[src/rtl/unidad_control_pipeline_pkg.sv]
// Shared definitions for the pipeline sequencer.
// The debug unit imports this package too, so that it decodes o_state with
// exactly the same encoding the sequencer uses.
package unidad_control_pipeline_pkg;

    // Sequencer states. The encoding is visible on o_state, so it must stay fixed.
    typedef enum logic [1:0] {
        ST_IDLE  = 2'b00,
        ST_RUN   = 2'b01,
        ST_STEP  = 2'b10,
        ST_DRAIN = 2'b11
    } estado_e;

    // Default number of cycles the pipeline keeps moving after halt leaves ID.
    // These cycles carry the halt instruction through EX, MEM and WB.
    localparam int DRAIN_CYCLES_DEF = 3;

    // Default width of the executed-cycle counter.
    localparam int COUNT_W_DEF = 32;

    // True in the states where the pipeline advances one instruction per cycle.
    function automatic logic es_avance(estado_e s);
        return (s == ST_RUN) || (s == ST_STEP);
    endfunction

endpackage

[src/rtl/unidad_control_pipeline_contador.sv]
// Saturating up-counter with an enable and an asynchronous active-low clear.
// It counts the cycles in which the pipeline actually advanced. When it
// reaches all-ones it holds that value, so a long run never reads as a
// small count.
module contador_saturado #(
    parameter int W = 32
) (
    input  logic         i_clk,
    input  logic         i_rst_n,
    input  logic         i_en,
    output logic [W-1:0] o_count
);

    logic [W-1:0] count_q;
    logic [W-1:0] count_d;
    logic         saturado;

    assign saturado = (count_q == {W{1'b1}});

    // Next value: add one only when enabled and not already at the top.
    always_comb begin
        count_d = count_q;
        if (i_en && !saturado) begin
            count_d = count_q + W'(1);
        end
    end

    // Count register, cleared asynchronously together with the sequencer.
    always_ff @(posedge i_clk or negedge i_rst_n) begin
        if (!i_rst_n) begin
            count_q <= '0;
        end else begin
            count_q <= count_d;
        end
    end

    assign o_count = count_q;

endmodule

[src/rtl/unidad_control_pipeline.sv]
// Sequencer for the 5-stage MIPS pipeline.
// It gates the PC and stage-register enables from the debug commands,
// merges the load-use stall and the branch flush into per-register
// controls, drains the pipeline after a halt instruction, and reports the
// halted flag plus the number of cycles executed.
module unidad_control_pipeline
    import unidad_control_pipeline_pkg::*;
#(
    parameter int DRAIN_CYCLES = DRAIN_CYCLES_DEF,
    parameter int COUNT_W      = COUNT_W_DEF
) (
    input  logic               i_clk,
    input  logic               i_rst_n,
    input  logic               i_run,
    input  logic               i_step,
    input  logic               i_stop,
    input  logic               i_stall,
    input  logic               i_branch_taken,
    input  logic               i_halt_ID,
    output logic               o_pc_we,
    output logic               o_if_id_we,
    output logic               o_if_id_flush,
    output logic               o_id_ex_bubble,
    output logic               o_pipe_en,
    output logic [1:0]         o_state,
    output logic               o_halted,
    output logic [COUNT_W-1:0] o_cycle_count
);

    // The drain counter runs from DRAIN_CYCLES-1 down to zero, so it needs
    // one bit more than clog2 to hold that value for every legal setting.
    // DRAIN_CYCLES must be at least 1.
    localparam int             DW         = $clog2(DRAIN_CYCLES) + 1;
    localparam logic [DW-1:0]  DRAIN_LOAD = DW'(DRAIN_CYCLES - 1);

    estado_e        state_q;
    estado_e        state_d;
    logic [DW-1:0]  drainCnt_q;
    logic [DW-1:0]  drainCnt_d;
    logic           halted_q;
    logic           halted_d;

    // A halt only takes effect when ID is not stalled; a stalled halt is
    // retried on the following cycle like any other stalled instruction.
    logic haltGo;
    assign haltGo = i_halt_ID && !i_stall;

    // Next state: debug commands in IDLE, stop/halt in RUN, one-shot STEP,
    // and the fixed-length drain that ends by setting the sticky halted flag.
    always_comb begin
        state_d    = state_q;
        drainCnt_d = drainCnt_q;
        halted_d   = halted_q;
        unique case (state_q)
            ST_IDLE: begin
                // Once halted, only a reset brings the pipeline back.
                // Stop beats run, run beats step.
                if (!halted_q && !i_stop) begin
                    if (i_run) begin
                        state_d = ST_RUN;
                    end else if (i_step) begin
                        state_d = ST_STEP;
                    end
                end
            end
            ST_RUN: begin
                if (haltGo) begin
                    state_d    = ST_DRAIN;
                    drainCnt_d = DRAIN_LOAD;
                end else if (i_stop) begin
                    state_d = ST_IDLE;
                end
            end
            ST_STEP: begin
                if (haltGo) begin
                    state_d    = ST_DRAIN;
                    drainCnt_d = DRAIN_LOAD;
                end else begin
                    state_d = ST_IDLE;
                end
            end
            ST_DRAIN: begin
                if (drainCnt_q == '0) begin
                    state_d  = ST_IDLE;
                    halted_d = 1'b1;
                end else begin
                    drainCnt_d = drainCnt_q - DW'(1);
                end
            end
            default: begin
                state_d = ST_IDLE;
            end
        endcase
    end

    // State, drain counter and halted flag; reset returns straight to IDLE
    // even in the middle of a drain.
    always_ff @(posedge i_clk or negedge i_rst_n) begin
        if (!i_rst_n) begin
            state_q    <= ST_IDLE;
            drainCnt_q <= '0;
            halted_q   <= 1'b0;
        end else begin
            state_q    <= state_d;
            drainCnt_q <= drainCnt_d;
            halted_q   <= halted_d;
        end
    end

    // Output decode: combinational from the state and the ID-stage inputs so
    // the controls act in the same cycle the hazard or halt is seen.
    always_comb begin
        o_pc_we        = 1'b0;
        o_if_id_we     = 1'b0;
        o_if_id_flush  = 1'b0;
        o_id_ex_bubble = 1'b0;
        o_pipe_en      = 1'b0;
        if (es_avance(state_q)) begin
            o_pipe_en = 1'b1;
            if (i_stall) begin
                // Hold PC and IF/ID, insert a bubble behind the load.
                o_id_ex_bubble = 1'b1;
            end else begin
                // The halt itself moves on into ID/EX; nothing after it
                // may be fetched, so PC freezes and IF/ID gets a NOP.
                o_if_id_we    = 1'b1;
                o_pc_we       = !i_halt_ID;
                o_if_id_flush = i_branch_taken || i_halt_ID;
            end
        end else if (state_q == ST_DRAIN) begin
            o_pipe_en      = 1'b1;
            o_id_ex_bubble = 1'b1;
        end
    end

    assign o_state  = state_q;
    assign o_halted = halted_q;

    contador_saturado #(
        .W (COUNT_W)
    ) u_contador (
        .i_clk   (i_clk),
        .i_rst_n (i_rst_n),
        .i_en    (o_pipe_en),
        .o_count (o_cycle_count)
    );

endmodule

[config.mk]
export PLATFORM = sky130hd
export DESIGN_NAME = unidad_control_pipeline
export DESIGN_NICKNAME = d
export VERILOG_FILES = /design/src/rtl/unidad_control_pipeline_pkg.sv /design/src/rtl/unidad_control_pipeline_contador.sv /design/src/rtl/unidad_control_pipeline.sv
export SDC_FILE = /design/constraint.sdc
export NUM_CORES = 1
export LEC_CHECK = 0
export BUFFER_PORTS_ARGS = -buffer_cell sky130_fd_sc_hd__buf_2
export CAP_MARGIN = 10
export CORE_MARGIN = 8
export CORE_UTILIZATION = 47
export DETAILED_ROUTE_END_ITERATION = 16
export PLACE_DENSITY_LB_ADDON = 0.1
export SYNTH_ARGS = -nofsm -noshare
export SYNTH_HDL_FRONTEND = slang
export SYNTH_SLANG_ARGS = --single-unit
[constraint.sdc]
create_clock -name i_clk -period 2.2 [get_ports i_clk]
set_clock_uncertainty 0.2 [all_clocks]
set_input_delay 0.11 -clock i_clk [delete_from_list [all_inputs] [get_ports i_clk]]
set_output_delay 0.11 -clock i_clk [all_outputs]
set_load 0.1 [all_outputs]
==> results.toml <==
[worst_setup_path]
crit_chain = "ha_4 -> nand3_2 -> nor4_4 -> or3b_4 -> nor3_2 -> xor2_1"
r2r_start = "u_contador.o_count[1]$_DFFE_PN0P_"
critPathBufInv = 0
critical_path_depth = 6
worstPathArrival_ns = 2.11
cp.required_ns = 2.22
r2r-end = "u_contador.o_count[26]$_DFFE_PN0P_"
cp_top_family = "simple AND/OR/NAND/NOR gates"
worst-path-max-fanout = 6
start_kind = "register"
worst_path_max_delay_cell = "or3b_4"
rrSetupSlack_ns = 0.10
r2r_cells = 6
critPathCaptureType = "register"
max_stage_delay_ns = 0.49
crit_type = "register to register"

[final_layout]
multi_input_area_um2 = 1050
drive_gt1_share_pct = 49.8
diodes = 0
layout_commonest_cell = "buf_2"
fillers = 307
final_core_util_pct = 68.1
nNetsFinal = 261
regArea_um2 = 1070
most-common-layout-cells = "buf_2 (47), dfrtp_4 (30), xnor2_1 (24)"
instances_no_fill = 297
area_delta_synth_final_pct = 39.8

[global_routing]
grt_max_degree = 39
antenna_found_initial = 0
grt-ovfl-total = 0
grt_pass1_vias = 1558
grt_pass1_wl_um = 7410
track_usage_pct = 14.7

[hold_path]
hold_class = "input pin to register"
whs_path_depth = 4
min_to = "o_state[0]$_DFFE_PN0P_"
min-delay-start = "i_stop"

[synth]
synth_area_leaders = "dfrtp_1 (49%), xnor2_1 (11%), ha_1 (4.5%)"
synth_nets = 196
synthCells = 181
yosysTopAreaCell = "dfrtp_1"
ys_seq_elements = 38
seq_area_frac_synth_pct = 49.2
synth_top_area_share_pct = 49.2
avgSynthCellArea_um2 = 10.7
ys_warn_count = 0
synthDistinctLibCells = 34
synth_area_um2 = 1930

[placed_design]
dpl_worst_slack_ns = 0.000491
io_buffers = 47
hpwl_um = 3420
dp.cells = 286
place.gp.congestion = 0.791

[sta]
period_share_pct = 95.4
slew_viol_final = 0
max_freq_mhz = 477
fin_hold_ws_ns = 0.0199
worst_slack_ns = 0.102
fin_crit_ns = 2.10
worst_slew_pin_slew_ns = 0.830
slew_headroom_pct = 44.7
setup-violations-final = 0
hold_viol = 0
rsz0062_at_grt = "false"

[floorplanning]
initial_core_util_pct = 48.7
fp.dieW_um = 80.1
ios = 48
fp.dieArea_um2 = 6420
rows = 23
die_h_um = 80.1
core_um2 = 3970

[drt]
vias = 1562
wl_per_cell_um = 15.0
drtIter0Drc = 82
vias_per_cell = 5.26
final_antenna_net_count = 0
remaining_drc_errors = 0
firstDrtPassIters = 4
finalWirelength_um = 4460

[power]
power_leakage_nw = 1.19
p_per_area_nw_per_um2 = 539
ir_drop_v = 0.000268
power_mw = 1.46

[job]
max_cap_violations = 0

[cts]
numClockSinks = 38
numCtsBuffers = 5
htree_levels = 2
clk_latency_ns = 0.29
cts.clk_slew.worst_paths_ns = 0.07
clock_path_buffers = 2
cts_tree = "yes"
ctsRootBufferMaster = "clkbuf_8"

[run_status]
outcome = "finished clean"
## worst min-delay path: cells and delay by family
family / cells / cell delay (ns)
AO/OA/AOI/OAI: 2 / 0.14
buffers and inverters: 1 / 0.08
AND/OR/NAND/NOR: 1 / 0.14
## state kept, by name, indices dropped and copies added, names as in the netlist
register	count
drainCnt_q	3
o_halted	1
o_state	2
u_contador.o_count	32
## area by class of cell
type	instances	area share [%]
tap	50	2.31
timing repair buffer	60	12.5
clock inverter	2	2.22
multi-input combinational	133	38.9
sequential	38	39.5
clock buffer	6	3.06
inverter	8	1.44
## synthesized netlist by cell type (all sizes together)
library cell,count
nand3b,1
a211oi,3
clkbuf,1
nand2b,4
nor4b,1
a22oi,1
and4,4
or3b,1
a2111oi,1
and3,3
nand3,13
xnor2,24
buf,1
a21oi,4
nand2,16
mux2i,1
nor4,2
nor3,3
ha,7
or2,2
dfrtp,38
nand4,14
mux2,2
nor3b,1
and2,1
a21o,1
nor2,10
xor2,7
o31ai,3
inv,8
o21ai,2
o21bai,1
## cells by family (layout without fill, tap and decap cells)
group | after synthesis | in the layout | share of synthesized area, %
buffers and inverters | 10 | 76 | 2.01
AO/OA/AOI/OAI | 16 | 16 | 5.83
AND/OR/NAND/NOR | 76 | 76 | 22.7
flip-flops | 38 | 38 | 49.2
multiplexers | 3 | 3 | 1.68
adder cells (fa/ha/maj) | 7 | 7 | 4.53
XOR/XNOR | 31 | 31 | 14.0
## power by group
group          internal [mW]  leakage [nW]  total, mW  switching, mW
clock network          0.484        0.0714      0.734          0.250
logic                0.00853         0.663     0.0271         0.0186
registers              0.697         0.455      0.697              0
total                   1.19          1.19       1.46          0.269
## through the flow
stage	setup TNS, ns	area, um2
after detailed placement	0	2520
after global routing	0	2700
after CTS	0	2690
final	0	2700
after global placement	0	2520
after floorplan	-3.80	2170
## timing repair
| item | 4_1_cts | 5_1_grt |
|---|---|---|
| setup buffers | 0 | 1 |
| endpoints found under the hold margin | 40 | 0 |
| pin swaps | 0 | 3 |
| gates resized for setup | 1 | 2 |
| hold buffers | 2 | 0 |
| endpoints found under the setup margin | 2 | 5 |
## how the worst max path moves through the flow
stage | slack [ns] | end | startpoint
2_1_floorplan | -0.23 | u_contador.o_count[23]$_DFFE_PN0P_ | o_state[1]$_DFFE_PN0P_
3_3_place_gp | 0.09 | u_contador.o_count[26]$_DFFE_PN0P_ | u_contador.o_count[12]$_DFFE_PN0P_
3_5_place_dp | 0.0005 | u_contador.o_count[26]$_DFFE_PN0P_ | u_contador.o_count[12]$_DFFE_PN0P_
4_1_cts | 0.04 | u_contador.o_count[23]$_DFFE_PN0P_ | u_contador.o_count[12]$_DFFE_PN0P_
5_1_grt | 0.001 | u_contador.o_count[26]$_DFFE_PN0P_ | u_contador.o_count[10]$_DFFE_PN0P_
6_report | 0.10 | u_contador.o_count[26]$_DFFE_PN0P_ | u_contador.o_count[1]$_DFFE_PN0P_
## per-layer routing
metal / up-vias / wire, um / GRT usage [%]
met5: - / 0 / 0
met4: 0 / 69 / 6.00
met3: 6 / 270 / 5.13
met2: 44 / 2000 / 21.8
met1: 738 / 2120 / 19.1
li1: 774 / - / -
Power figures use the tool's default switching activity.
